File: src/rtl/quanet_ser_pkg.sv
// Shared types and helpers for the quanet serial (8N1) blocks.
package quanet_ser_pkg;

  // Receiver frame states
  typedef enum logic [2:0] {
    IDLE,
    START,
    DATA,
    STOP,
    WAIT_HI
  } rx_state_t;

  // Smallest usable clocks-per-bit; smaller requests are clamped up to this
  localparam logic [15:0] SER_MIN_DIV = 16'd16;

  // 2-of-3 majority vote over the sample history
  function automatic logic maj3(input logic [2:0] v);
    return (v[0] & v[1]) | (v[0] & v[2]) | (v[1] & v[2]);
  endfunction

endpackage

File: src/rtl/quanet_ser_rx_if.sv
// Received-byte stream: valid/ready handshake carrying one byte per transfer.
interface quanet_ser_rx_if;
  logic [7:0] m_data;
  logic       m_vld;
  logic       m_rdy;

  modport master (output m_data, output m_vld, input m_rdy);
  modport slave  (input m_data, input m_vld, output m_rdy);
endinterface

File: src/rtl/quanet_ser_fifo.sv
// Small synchronous byte FIFO with a combinational head-of-queue output.
// Pointers carry one extra wrap bit so full and empty are distinguishable.
module quanet_ser_fifo #(
  parameter int DEPTH = 4
) (
  input  logic       clk,
  input  logic       rst,
  input  logic       push,
  input  logic [7:0] din,
  input  logic       pop,
  output logic [7:0] head,
  output logic       full,
  output logic       empty
);
  localparam int AW = $clog2(DEPTH);
  localparam logic [AW:0] PTR_ONE = 1;

  logic [AW:0] wr_reg;
  logic [AW:0] rd_reg;
  logic [7:0]  mem [DEPTH];
  logic        wr_en;
  logic        rd_en;

  assign empty = (wr_reg == rd_reg);
  assign full  = (wr_reg[AW] != rd_reg[AW]) && (wr_reg[AW-1:0] == rd_reg[AW-1:0]);
  // A push into a full FIFO is fine when the head leaves on the same edge
  assign wr_en = push & (~full | pop);
  assign rd_en = pop & ~empty;
  assign head  = mem[rd_reg[AW-1:0]];

  genvar gi;
  generate
    for (gi = 0; gi < DEPTH; gi++) begin : g_mem
      logic [7:0] entry_reg;
      // Storage cell gi: written when the write pointer addresses it
      always_ff @(posedge clk) begin
        if (rst) begin
          entry_reg <= 8'h00;
        end else if (wr_en && (wr_reg[AW-1:0] == AW'(gi))) begin
          entry_reg <= din;
        end
      end
      assign mem[gi] = entry_reg;
    end
  endgenerate

  // Pointer advance on accepted push / pop
  always_ff @(posedge clk) begin
    if (rst) begin
      wr_reg <= '0;
      rd_reg <= '0;
    end else begin
      if (wr_en) wr_reg <= wr_reg + PTR_ONE;
      if (rd_en) rd_reg <= rd_reg + PTR_ONE;
    end
  end

endmodule

File: src/rtl/quanet_ser_rx.sv
// 8N1 UART receiver: pin synchronizer, mid-bit 3-sample majority voting,
// byte FIFO on a valid/ready stream, sticky framing/overflow flags.
module quanet_ser_rx
  import quanet_ser_pkg::*;
#(
  parameter int FIFO_DEPTH = 4,
  parameter bit INVERT     = 1'b0
) (
  input  logic        clk,
  input  logic        rst,
  input  logic        ser_rx,
  input  logic [15:0] baud_div,
  input  logic        clr_err,
  output logic        frame_err,
  output logic        ovf_err,
  output logic        brk,
  output logic        busy,
  quanet_ser_rx_if.master m
);
  // Synchronizer resets to the pin level that reads as idle after inversion
  localparam logic SYNC_IDLE = ~INVERT;

  logic [1:0]  sync_reg;
  logic [1:0]  hist_reg;
  logic        line;
  logic [2:0]  h;
  logic        maj;

  rx_state_t   state_reg, state_next;
  logic [15:0] cnt_reg, cnt_next;
  logic [15:0] div_reg, div_next;
  logic [7:0]  sh_reg, sh_next;
  logic [2:0]  bit_reg, bit_next;
  logic [15:0] div_eff;
  logic        at_sample;
  logic        push, frame_set, brk_set, ovf_set;

  logic        frame_err_reg, ovf_err_reg, brk_reg;
  logic [7:0]  head;
  logic        fifo_full, fifo_empty, pop;

  // h[0] is the current synced line, h[2] the oldest sample
  assign line      = sync_reg[1] ^ INVERT;
  assign h         = {hist_reg, line};
  assign maj       = maj3(h);
  assign at_sample = (cnt_reg == 16'd0);

  // Two-flop synchronizer and sample history
  always_ff @(posedge clk) begin
    if (rst) begin
      sync_reg <= {2{SYNC_IDLE}};
      hist_reg <= 2'b11;
    end else begin
      sync_reg <= {sync_reg[0], ser_rx};
      hist_reg <= {hist_reg[0], line};
    end
  end

  // Receiver state register
  always_ff @(posedge clk) begin
    if (rst) begin
      state_reg <= IDLE;
      cnt_reg   <= 16'd0;
      div_reg   <= SER_MIN_DIV;
      sh_reg    <= 8'h00;
      bit_reg   <= 3'd0;
    end else begin
      state_reg <= state_next;
      cnt_reg   <= cnt_next;
      div_reg   <= div_next;
      sh_reg    <= sh_next;
      bit_reg   <= bit_next;
    end
  end

  // Next-state: bit timing, data shift, frame decisions
  always_comb begin
    state_next = state_reg;
    cnt_next   = cnt_reg;
    div_next   = div_reg;
    sh_next    = sh_reg;
    bit_next   = bit_reg;
    push       = 1'b0;
    frame_set  = 1'b0;
    brk_set    = 1'b0;
    div_eff    = (baud_div < SER_MIN_DIV) ? SER_MIN_DIV : baud_div;

    if (state_reg inside {START, DATA, STOP}) begin
      cnt_next = at_sample ? (div_reg - 16'd1) : (cnt_reg - 16'd1);
    end

    case (state_reg)
      IDLE: begin
        if (h == 3'b110) begin
          div_next   = div_eff;
          cnt_next   = {1'b0, div_eff[15:1]} - 16'd1;
          state_next = START;
        end
      end
      START: begin
        if (at_sample) begin
          if (!maj) begin
            state_next = DATA;
            bit_next   = 3'd0;
          end else begin
            state_next = IDLE;
          end
        end
      end
      DATA: begin
        if (at_sample) begin
          sh_next  = {maj, sh_reg[7:1]};
          bit_next = bit_reg + 3'd1;
          if (bit_reg == 3'd7) state_next = STOP;
        end
      end
      STOP: begin
        if (at_sample) begin
          if (maj) begin
            push       = 1'b1;
            state_next = IDLE;
          end else begin
            frame_set  = 1'b1;
            brk_set    = (sh_reg == 8'h00);
            state_next = WAIT_HI;
          end
        end
      end
      WAIT_HI: begin
        if (maj) state_next = IDLE;
      end
      default: state_next = IDLE;
    endcase
  end

  quanet_ser_fifo #(.DEPTH(FIFO_DEPTH)) u_fifo (
    .clk   (clk),
    .rst   (rst),
    .push  (push),
    .din   (sh_reg),
    .pop   (pop),
    .head  (head),
    .full  (fifo_full),
    .empty (fifo_empty)
  );

  assign pop      = ~fifo_empty & m.m_rdy;
  assign ovf_set  = push & fifo_full & ~pop;
  assign m.m_data = head;
  assign m.m_vld  = ~fifo_empty;

  // Sticky status flags; a new event wins over a simultaneous clear
  always_ff @(posedge clk) begin
    if (rst) begin
      frame_err_reg <= 1'b0;
      ovf_err_reg   <= 1'b0;
      brk_reg       <= 1'b0;
    end else begin
      frame_err_reg <= frame_set | (frame_err_reg & ~clr_err);
      ovf_err_reg   <= ovf_set | (ovf_err_reg & ~clr_err);
      brk_reg       <= brk_set;
    end
  end

  assign frame_err = frame_err_reg;
  assign ovf_err   = ovf_err_reg;
  assign brk       = brk_reg;
  assign busy      = (state_reg != IDLE);

endmodule

File: src/flat_wrapper.sv
// flat-port wrapper written by rule: the top's interface ports become plain ports
module quanet_ser_rx_flat import quanet_ser_pkg::*;
#(
  parameter int FIFO_DEPTH = 4,
  parameter bit INVERT     = 1'b0
)
  (clk, rst, ser_rx, baud_div, clr_err, frame_err, ovf_err, brk, busy, m_m_data, m_m_vld, m_m_rdy);
  quanet_ser_rx_if m_i ();
  input  logic clk;
  input  logic rst;
  input  logic ser_rx;
  input  logic [15:0] baud_div;
  input  logic clr_err;
  output logic frame_err;
  output logic ovf_err;
  output logic brk;
  output logic busy;
  output wire logic [$bits(m_i.m_data)-1:0] m_m_data;
  output wire logic [$bits(m_i.m_vld)-1:0] m_m_vld;
  input wire logic [$bits(m_i.m_rdy)-1:0] m_m_rdy;
  assign m_m_data = m_i.m_data;
  assign m_m_vld = m_i.m_vld;
  assign m_i.m_rdy = m_m_rdy;
  quanet_ser_rx #(.FIFO_DEPTH(FIFO_DEPTH), .INVERT(INVERT)) u_core (.clk(clk), .rst(rst), .ser_rx(ser_rx), .baud_div(baud_div), .clr_err(clr_err), .frame_err(frame_err), .ovf_err(ovf_err), .brk(brk), .busy(busy), .m(m_i));
endmodule
File: config.mk
export PLATFORM = sky130hd
export DESIGN_NAME = quanet_ser_rx_flat
export DESIGN_NICKNAME = d
export VERILOG_FILES = /design/src/rtl/quanet_ser_pkg.sv /design/src/rtl/quanet_ser_rx_if.sv /design/src/rtl/quanet_ser_fifo.sv /design/src/rtl/quanet_ser_rx.sv /design/src/flat_wrapper.sv
export SDC_FILE = /design/constraint.sdc
export NUM_CORES = 1
export LEC_CHECK = 0
export ABC_AREA = 1
export BUFFER_PORTS_ARGS = -buffer_cell sky130_fd_sc_hd__buf_2
export CORE_UTILIZATION = 37
export CTS_CLUSTER_SIZE = 30
export DETAILED_ROUTE_END_ITERATION = 8
export GPL_ROUTABILITY_DRIVEN = 0
export HOLD_SLACK_MARGIN = 0.06
export PLACE_DENSITY = 0.64
export SLEW_MARGIN = 20
export SYNTH_ARGS = -nofsm -noshare
export SYNTH_HDL_FRONTEND = slang
export SYNTH_SLANG_ARGS = --single-unit
File: constraint.sdc
create_clock -name clk -period 4.75 [get_ports clk]
set_clock_uncertainty 0.15 [all_clocks]
set_input_delay 0.95 -clock clk [delete_from_list [all_inputs] [get_ports clk]]
set_output_delay 0.95 -clock clk [all_outputs]
set_load 0.02 [all_outputs]
==> results of run 1 <==
## cell usage after synthesis (2+ instances only)
cell      instances
nand3_2           3
nand4_1           6
nor2_4            3
a211oi_1          4
nand2_2           8
nor2_1           89
nand3_1          74
buf_6             3
nor2_2            5
ha_1             10
nor3_1            3
a21oi_1          88
o21ai_0          65
nand3b_1          2
a21oi_2           4
inv_1            70
nand2_4           2
xor2_1            4
nor4_1            3
dfxtp_1          91
nand2_1         119
buf_2             5
or2_2             3
clkbuf_1         22
o22ai_1           9
## critical path: stages (launching register included)
cell and delay, ns:
dfxtp_1 0.71, clkinv_1 0.56, o21ai_0 0.33, o22ai_1 0.10, buf_2 0.17
## worst max path at each step
stage | start | end | slack (ns) | depth (start not counted)
2_1_floorplan | baud_div[12] | u_core.cnt_reg[12]$_SDFF_PP0_ | 2.20 | 11
3_3_place_gp | baud_div[12] | u_core.cnt_reg[8]$_SDFF_PP0_ | 1.78 | 12
3_5_place_dp | baud_div[12] | u_core.cnt_reg[8]$_SDFF_PP0_ | 1.79 | 12
5_1_grt | u_core.u_fifo.rd_reg[0]$_SDFFE_PP0P_ | m_m_data[2] | 1.12 | 4
6_report | u_core.u_fifo.rd_reg[0]$_SDFFE_PP0P_ | m_m_data[1] | 1.43 | 4
4_1_cts | u_core.u_fifo.rd_reg[0]$_SDFFE_PP0P_ | m_m_data[1] | 1.45 | 4
## where the power goes
part / switching [mW] / leakage [nW] / total, mW / internal, mW
registers: 0.0634 / 0.739 / 0.900 / 0.836
clock network: 0.299 / 0.183 / 0.896 / 0.597
logic: 0.687 / 1.37 / 1.02 / 0.328
## per-layer routing
layer  share of wire (%)  vias up  wire length, um  track usage (%)
li1                    -     2391                -                -
met1                  50     2016             5790             24.5
met2                  45       84             5140             29.6
met3                 4.1        9              474             4.20
met4                 1.0        0              119             5.23
met5                   0        -                0                0
## cells by family after synthesis
logic type,count (synthesis),share of synthesized area [%]
compound gates,175,19.0
xor+xnor,5,0.899
fa+ha+maj,10,2.57
buf+inv,105,8.99
flops,91,37.4
simple gates,327,31.1
## stage by stage
| step | util, % | area (um2) |
|---|---|---|
| 3_5_place_dp | 40.1 | 5100 |
| 3_3_place_gp | 40.1 | 5100 |
| 2_1_floorplan | - | 4870 |
| 6_report | 43.1 | 5480 |
| 4_1_cts | 43.1 | 5480 |
| 5_1_grt | 43.1 | 5480 |
## cells in the final DEF (no fill, tap or decap), types with 6 or more instances in the layout
| cell | Yosys | final |
|---|---|---|
| nor2_1 | 89 | 88 |
| nor2_2 | 5 | 6 |
| ha_1 | 10 | 10 |
| o21ai_0 | 65 | 65 |
| buf_2 | 5 | 33 |
| nand3_1 | 74 | 74 |
| a21oi_1 | 88 | 88 |
| inv_1 | 70 | 70 |
| nand2_1 | 119 | 119 |
| dfxtp_1 | 91 | 91 |
| clkbuf_16 | 0 | 9 |
| o22ai_1 | 9 | 9 |
| nand2_2 | 8 | 8 |
| nand4_1 | 6 | 6 |
## cell type report
class / instances / area, um2 / area share (%)
multi-input cells: 517 / 2620 / 47.7
flip-flops and latches: 91 / 1820 / 33.2
inverters: 72 / 270 / 4.93
clock buffers: 12 / 256 / 4.68
well taps: 172 / 215 / 3.93
repair buffers: 35 / 180 / 3.29
clock inverters: 4 / 120 / 2.19
==> results.py, run 1 <==
metrics = {
    "placed_design": {
        "place_ws_ns": 1.79,
        "dp_cells": 887,
        "port_buffers": 33,
        "dp_hpwl_um": 8160,
    },
    "timing": {
        "period_share_pct": 69.8,
        "relSlewSlack_pct": 29.1,
        "timing.hold.ws_ns": 0.253,
        "hold_violations": 0,
        "fin_ws_ns": 1.43,
        "timing.fmax_mhz": 301,
        "tightest_slew_ns": 1.06,
        "finalSetupViolations": 0,
        "timing.final.max_slew_violations": 0,
        "period_minus_slack_ns": 3.32,
        "setup_tns_ns": 0,
        "rsz0062_at_grt": "false",
    },
    "global_route": {
        "antenna_found_initial": 0,
        "grt_max_degree": 62,
        "grtUsageTotal_pct": 18.3,
        "grt_pass1_vias": 4051,
        "gr-total-overflow": 0,
        "grt_pass1_wl_um": 19600,
    },
    "power_and_ir_drop": {
        "ir_worst_vdd_mv": 0.252,
        "cellPowerDensity_nw_per_um2": 513,
        "finalPower_mw": 2.81,
        "p_leak_nw": 2.29,
    },
    "layout": {
        "fin_cells": 903,
        "diodes": 0,
        "fillers": 1407,
        "layout-drive-gt1-share_pct": 11.8,
        "area_growth_pct": 12.5,
        "largest_reg_flops": 32,
        "fin_nets": 757,
    },
    "critical_path": {
        "cp-end-kind": "output port",
        "r2r_slack_ns": 1.77,
        "r2r-end": "u_core.u_fifo.g_mem[1].entry_reg[4]$_SDFFE_PP0P_",
        "critPathLaunchType": "flop",
        "worstPathArrival_ns": 2.22,
        "required_ns": 3.65,
        "criticalPathCategory": "reg -> out",
        "critPathMaxFanout": 19,
        "worst-r2r-cell-count": 9,
        "r2r_start": "u_core.u_fifo.rd_reg[0]$_SDFFE_PP0P_",
    },
    "clock_network": {
        "cts_setup_buffers": 0,
        "cts_resized": 0,
        "clkTransAtPathRegs_ns": 0.06,
        "clk_latency_ns": 0.35,
        "clock-sinks": 91,
        "numCtsBuffers": 9,
        "cts_tree": "yes",
        "h-tree-depth": 3,
        "cts_root_buffer": "clkbuf_16",
        "cts_max_path_buffers": 2,
        "holdBufCountCts": 0,
    },
    "floorplan": {
        "initial_core_util_pct": 38.3,
        "core_area_um2": 12700,
        "dieArea_um2": 13600,
        "io_pins": 34,
        "fp-row-count": 41,
        "fp.dieH_um": 117,
        "die_w_um": 117,
    },
    "synthesis": {
        "synth_top_area_cell": "dfxtp_1",
        "synthArstFlopShare_pct": 0,
        "yosys.cell_types.count": 43,
        "synth-seq-area-share_pct": 37.4,
        "syn_nets": 744,
        "ys.flop_type": "dfxtp_1",
        "syn_area_um2": 4870,
        "synthTopCellsByArea": "dfxtp_1, nand2_1, a21oi_1, nand3_1, nor2_1",
        "synth_edf_count": 0,
        "synth.ff_latch_count": 91,
        "synthCells": 713,
        "postSynthAreaPerCell_um2": 6.84,
        "synth_top_area_share_pct": 37.4,
        "yosysWarnings": 0,
    },
    "hold_path": {
        "min_from": "u_core.sync_reg[0]$_SDFF_PP1_",
        "hold_path.class": "reg -> reg",
        "hold_depth": 1,
        "hold_end": "u_core.sync_reg[1]$_SDFF_PP1_",
    },
    "drt": {
        "vias_per_cell": 4.98,
        "routedWlPerCell_um": 12.8,
        "drt-pass1-iter-count": 5,
        "ant_nets": 0,
        "num_vias": 4500,
        "routed_wl_um": 11500,
        "drcViolationCount": 0,
        "drtIter0Drc": 414,
    },
    "outcome": {
        "status": "finished, final reports clean",
    },
    "run": {
        "cap_violations": 0,
    },
}
Note: power is estimated with default switching activity, not from simulation.
==> inputs of run 2 (changes only) <==
PLACE_DENSITY = 0.66   (was 0.64)
clock period = 3.01 ns   (was 4.75 ns; I/O delays follow)
==> run 2 against run 1 <==
Against the previous run:
- register-to-register slack lost 1.2 ns
- worst hold slack better by 0.0069 ns
- via count is 1.2% higher
==> results.py, run 2 (same netlist as run 1, synthesis figures left out) <==
metrics = {
    "timing": {
        "timing.fmax_mhz": 398,
        "relSlewSlack_pct": 46.4,
        "tightest_slew_ns": 0.804,
        "hold_violations": 0,
        "setup_tns_ns": 0,
        "period_share_pct": 83.5,
        "timing.final.max_slew_violations": 0,
        "period_minus_slack_ns": 2.51,
        "rsz0062_at_grt": "false",
        "finalSetupViolations": 0,
    },
    "critical_path": {
        "r2r_start": "u_core.cnt_reg[15]$_SDFF_PP0_",
        "r2r_slack_ns": 0.56,
        "cp-end-kind": "output port",
        "required_ns": 2.26,
        "cpMostUsedCell": "buf_4",
        "critPathBufInv": 4,
        "worst-r2r-cell-count": 12,
        "crit_slowest_cell": "dfxtp_1",
        "cp_slowest_stage_delay_ns": 0.31,
        "critPathLaunchType": "flop",
        "worstPathArrival_ns": 1.76,
        "crit_chain": "buf_4, clkinv_1, buf_4, nor2_1, o22ai_1, buf_2",
        "cp_top_family": "buffers and inverters",
        "criticalPathCategory": "reg -> out",
        "r2r-end": "u_core.cnt_reg[10]$_SDFF_PP0_",
        "critPathMaxFanout": 19,
    },
    "power_and_ir_drop": {
        "p_sw_share_pct": 40.0,
        "p_comb_share_pct": 39.7,
        "pwr-share-clk_pct": 26.8,
        "p_int_mw": 2.52,
        "p_leak_nw": 2.29,
        "ir_worst_vdd_mv": 0.321,
        "cellPowerDensity_nw_per_um2": 771,
        "switchingPower_mw": 1.68,
        "p_seq_share_pct": 33.5,
    },
    "hold_path": {
        "hold_depth": 1,
        "min_from": "u_core.sync_reg[0]$_SDFF_PP1_",
        "hold_end": "u_core.sync_reg[1]$_SDFF_PP1_",
        "hold_path.class": "reg -> reg",
    },
    "layout": {
        "fillers": 1344,
        "final_common_cell": "nand2_1",
        "final_cell_mix": "nand2_1, dfxtp_1, nor2_1, a21oi_1, nand3_1",
        "fin_nets": 764,
        "layout-drive-gt1-share_pct": 12.6,
        "fin_cells": 910,
        "diodes": 0,
        "multi_input_area_um2": 2620,
        "ff_latch_area_um2": 1820,
        "final_util_pct": 42.8,
        "largest_reg_flops": 32,
        "area_growth_pct": 11.8,
    },
    "floorplan": {
        "io_pins": 34,
        "die_w_um": 117,
        "core_area_um2": 12700,
        "initial_core_util_pct": 38.3,
        "dieArea_um2": 13600,
        "fp.dieH_um": 117,
        "fp-row-count": 41,
    },
    "clock_network": {
        "cts_tree": "yes",
        "numCtsBuffers": 9,
        "cts_max_path_buffers": 2,
        "clk_latency_ns": 0.35,
        "clock-sinks": 91,
        "clkTransAtPathRegs_ns": 0.06,
        "h-tree-depth": 3,
        "holdBufCountCts": 0,
        "cts_resized": 0,
        "cts_setup_buffers": 0,
        "cts_root_buffer": "clkbuf_16",
    },
    "global_route": {
        "grt_pass1_wl_um": 19600,
        "grtUsageTotal_pct": 18.4,
        "gr-total-overflow": 0,
        "antenna_found_initial": 0,
        "grt_max_degree": 62,
        "grt_pass1_vias": 4134,
    },
    "drt": {
        "drt-pass1-iter-count": 5,
        "drtIter0Drc": 378,
        "num_vias": 4553,
        "ant_nets": 0,
        "drcViolationCount": 0,
        "routed_wl_um": 11600,
        "routedWlPerCell_um": 12.7,
        "vias_per_cell": 5.00,
    },
    "outcome": {
        "status": "finished, final reports clean",
    },
    "placed_design": {
        "dp_cells": 894,
        "port_buffers": 33,
        "dp_hpwl_um": 8200,
    },
    "run": {
        "cap_violations": 0,
    },
}
-- run 2: layout make-up --
class / count / area share [%]
Clock buffer: 10 / 4.20
Clock inverter: 6 / 1.19
Inverter: 72 / 4.96
Multi-Input combinational cell: 517 / 48.0
Sequential cell: 91 / 33.4
Tap cell: 172 / 3.95
Timing Repair Buffer: 42 / 4.27
-- run 2: metrics by stage --
stage,power [mW],hold WS [ns],worst slack (ns),instance area [um2]
floorplan,2.74,0.239,0.803,4870
global placement,3.08,0.243,0.504,5160
detailed placement,3.09,0.243,0.431,5160
CTS,4.23,0.258,0.468,5450
global route,4.53,0.274,0.292,5450
finish,4.20,0.260,0.497,5450
-- run 2: layer usage --
layer / up-vias / global-route usage, % / share of wire, %
met5: - / 0 / 0
met4: 0 / 4.98 / 1.2
met3: 14 / 4.77 / 4.8
met2: 106 / 30.5 / 45
met1: 2030 / 23.6 / 49
li1: 2403 / - / -
-- run 2: how the worst max path moves through the flow --
stage | cells past startpoint | from | slack [ns] | to
2_1_floorplan | 11 | baud_div[12] | 0.80 | u_core.cnt_reg[12]$_SDFF_PP0_
3_3_place_gp | 12 | baud_div[12] | 0.50 | u_core.cnt_reg[12]$_SDFF_PP0_
3_5_place_dp | 12 | baud_div[12] | 0.43 | u_core.cnt_reg[12]$_SDFF_PP0_
4_1_cts | 6 | u_core.u_fifo.rd_reg[0]$_SDFFE_PP0P_ | 0.47 | m_m_data[1]
5_1_grt | 12 | u_core.cnt_reg[15]$_SDFF_PP0_ | 0.29 | u_core.cnt_reg[10]$_SDFF_PP0_
6_report | 6 | u_core.u_fifo.rd_reg[0]$_SDFFE_PP0P_ | 0.50 | m_m_data[1]
-- run 2: power by group through the flow --
stage | logic [mW] | registers, mW | clock network (mW)
after floorplan | 1.33 | 1.40 | 0
after global placement | 1.65 | 1.43 | 0
after detailed placement | 1.66 | 1.43 | 0
after CTS | 1.67 | 1.41 | 1.16
after global routing | 1.89 | 1.42 | 1.21
final | 1.67 | 1.41 | 1.13
==> inputs of run 3 (changes only) <==
PLACE_DENSITY = 0.64   (was 0.66)
clock period = 2.6 ns   (was 3.01 ns; I/O delays follow)
==> run 3 against run 2 <==
Against the previous run:
- flip-flop and latch count unchanged
- routed wire length is 1.5% higher
- global-route usage is 0.54 points higher
- die area unchanged
- clock power rose by 11%
- power is 15% higher
- design area grew 0.32%
- critical path depth up 8
- worst hold slack lost 0.046 ns
- critical path type is now reg -> reg
==> results.py, run 3 (same netlist as run 1, synthesis figures left out) <==
metrics = {
    "drt": {
        "num_vias": 4539,
        "vias_per_cell": 4.98,
        "routedWlPerCell_um": 12.9,
        "drtIter0Drc": 440,
        "ant_nets": 0,
        "routed_wl_um": 11800,
        "drt-pass1-iter-count": 7,
        "drcViolationCount": 0,
    },
    "power_and_ir_drop": {
        "p_seq_share_pct": 33.8,
        "cellPowerDensity_nw_per_um2": 883,
        "p_leak_nw": 2.29,
        "p_int_mw": 2.88,
        "switchingPower_mw": 1.95,
        "pwr-share-clk_pct": 25.8,
        "ir_worst_vdd_mv": 0.376,
        "p_sw_share_pct": 40.4,
        "finalPower_mw": 4.83,
        "p_comb_share_pct": 40.4,
    },
    "clock_network": {
        "clock-sinks": 91,
        "cts_root_buffer": "clkbuf_16",
        "cts_max_path_buffers": 2,
        "h-tree-depth": 3,
        "clk_latency_ns": 0.35,
        "clkTransAtPathRegs_ns": 0.06,
        "numCtsBuffers": 9,
        "cts_tree": "yes",
    },
    "layout": {
        "largest_reg_flops": 32,
        "area_growth_pct": 12.2,
        "stdcell_area_um2": 5470,
        "layout-drive-gt1-share_pct": 12.9,
        "final_cell_mix": "nand2_1, dfxtp_1, nor2_1, a21oi_1, nand3_1",
        "final_common_cell": "nand2_1",
        "diodes": 0,
        "fillers": 1389,
        "fin_nets": 766,
    },
    "timing": {
        "timing.fmax_mhz": 434,
        "tightest_slew_ns": 0.695,
        "period_minus_slack_ns": 2.30,
        "rsz0062_at_grt": "false",
        "hold_violations": 0,
        "finalSetupViolations": 0,
        "fin_ws_ns": 0.298,
        "relSlewSlack_pct": 53.6,
        "setup_tns_ns": 0,
        "timing.final.max_slew_violations": 0,
        "period_share_pct": 88.5,
    },
    "floorplan": {
        "fp-row-count": 41,
        "fp.dieH_um": 117,
        "initial_core_util_pct": 38.3,
        "dieArea_um2": 13600,
        "io_pins": 34,
        "die_w_um": 117,
        "core_area_um2": 12700,
    },
    "critical_path": {
        "r2r_slack_ns": 0.30,
        "critPathMaxFanout": 8,
        "worst-r2r-cell-count": 14,
        "r2r-end": "u_core.cnt_reg[12]$_SDFF_PP0_",
        "critPathLaunchType": "flop",
        "cp_slowest_stage_delay_ns": 0.34,
        "worstPathArrival_ns": 2.36,
        "cp-end-kind": "flop",
        "crit_slowest_cell": "dfxtp_1",
        "cpMostUsedCell": "nand2_1",
        "criticalPathCategory": "reg -> reg",
        "critPathBufInv": 0,
        "cp_top_family": "simple AND/OR/NAND/NOR gates",
        "crit_chain": "nor2_1, nand2_1, nor2_4, nand2_2, nor2_1, nor2_2, ha_1, nand3_2, nor2_1, nand2_1, nand2_1, nand3_1, nand2_1, a21oi_1",
        "required_ns": 2.65,
        "r2r_start": "u_core.cnt_reg[15]$_SDFF_PP0_",
    },
    "global_route": {
        "antenna_found_initial": 0,
        "grtUsageTotal_pct": 18.9,
        "grt_pass1_vias": 4358,
        "gr-total-overflow": 0,
        "grt_pass1_wl_um": 20200,
        "grt_max_degree": 62,
    },
    "outcome": {
        "status": "finished, final reports clean",
    },
    "placed_design": {
        "place_ws_ns": 0.135,
        "dp_hpwl_um": 8360,
        "dpl_cell_area_um2": 5180,
        "port_buffers": 33,
    },
    "hold_path": {
        "hold_end": "u_core.sync_reg[0]$_SDFF_PP1_",
        "hold_path.class": "in -> reg",
        "min_from": "ser_rx",
        "hold_depth": 2,
    },
    "run": {
        "cap_violations": 0,
    },
}
## run 3: cell count changes in the layout (fill, tap and decap cells not counted)
cell / previous run / this run
a21boi_0: 1 / 0
a21boi_2: 0 / 1
buf_12: 0 / 1
buf_4: 9 / 10
bufinv_16: 1 / 0
clkbuf_8: 0 / 2
clkinv_2: 2 / 0
clkinvlp_4: 1 / 2
inv_6: 1 / 0
## run 3: layout make-up
class,instances,area [um2],share of cell area (%)
clock buffers,12,256,4.69
multi-input cells,517,2620,47.9
clock inverters,3,23.8,0.435
well taps,172,215,3.94
repair buffers,44,260,4.76
flip-flops and latches,91,1820,33.3
inverters,72,270,4.94
## run 3: worst reg2reg max path, cell delays in order, from the launching register on
cell	delay, ns
dfxtp_1	0.34
nor2_1	0.07
nand2_1	0.13
nor2_4	0.06
nand2_2	0.16
nor2_1	0.07
nor2_2	0.20
ha_1	0.25
nand3_2	0.13
nor2_1	0.23
nand2_1	0.08
nand2_1	0.06
nand3_1	0.09
nand2_1	0.09
a21oi_1	0.06
## run 3: worst max path at each step
stage                     slack [ns]  cells after the start                     startpoint                       endpoint
after floorplan                 0.48                     11                   baud_div[12]  u_core.cnt_reg[12]$_SDFF_PP0_
after detailed placement        0.14                     12                   baud_div[12]  u_core.cnt_reg[12]$_SDFF_PP0_
after CTS                       0.13                     12  u_core.cnt_reg[15]$_SDFF_PP0_  u_core.cnt_reg[10]$_SDFF_PP0_
after global routing            0.05                     12  u_core.cnt_reg[15]$_SDFF_PP0_  u_core.cnt_reg[10]$_SDFF_PP0_
final                           0.30                     14  u_core.cnt_reg[15]$_SDFF_PP0_  u_core.cnt_reg[12]$_SDFF_PP0_
after global placement          0.17                     12                   baud_div[12]  u_core.cnt_reg[12]$_SDFF_PP0_
## run 3: power groups by stage
stage                     Combinational [mW]  Sequential, mW  Clock (mW)
after floorplan                         1.55            1.62           0
after global placement                  1.92            1.66           0
after detailed placement                1.94            1.66           0
after CTS                               1.95            1.63        1.27
after global routing                    2.21            1.65        1.33
final                                   1.95            1.63        1.25
## run 3: routing by layer
layer / vias to the layer above / wire [um] / global-route usage, %
li1: 2401 / - / -
met1: 2019 / 5680 / 24.0
met2: 108 / 5360 / 31.4
met3: 11 / 571 / 5.19
met4: 0 / 144 / 5.40
met5: - / 0 / 0
## run 3: repair_timing
action	in CTS	in global routing
hold buffers	0	0
hold endpoints to repair	0	0
buffers inserted	0	0
resized for setup	0	2
endpoints found under the setup margin	0	2
## run 3: stage by stage
stage               utilization [%]  instances  hold slack [ns]
floorplan                         -        713            0.239
global placement               40.7        896            0.245
detailed placement             40.7        896            0.246
CTS                            42.9        911            0.203
global route                   43.0        911            0.213
finish                         43.0        911            0.214
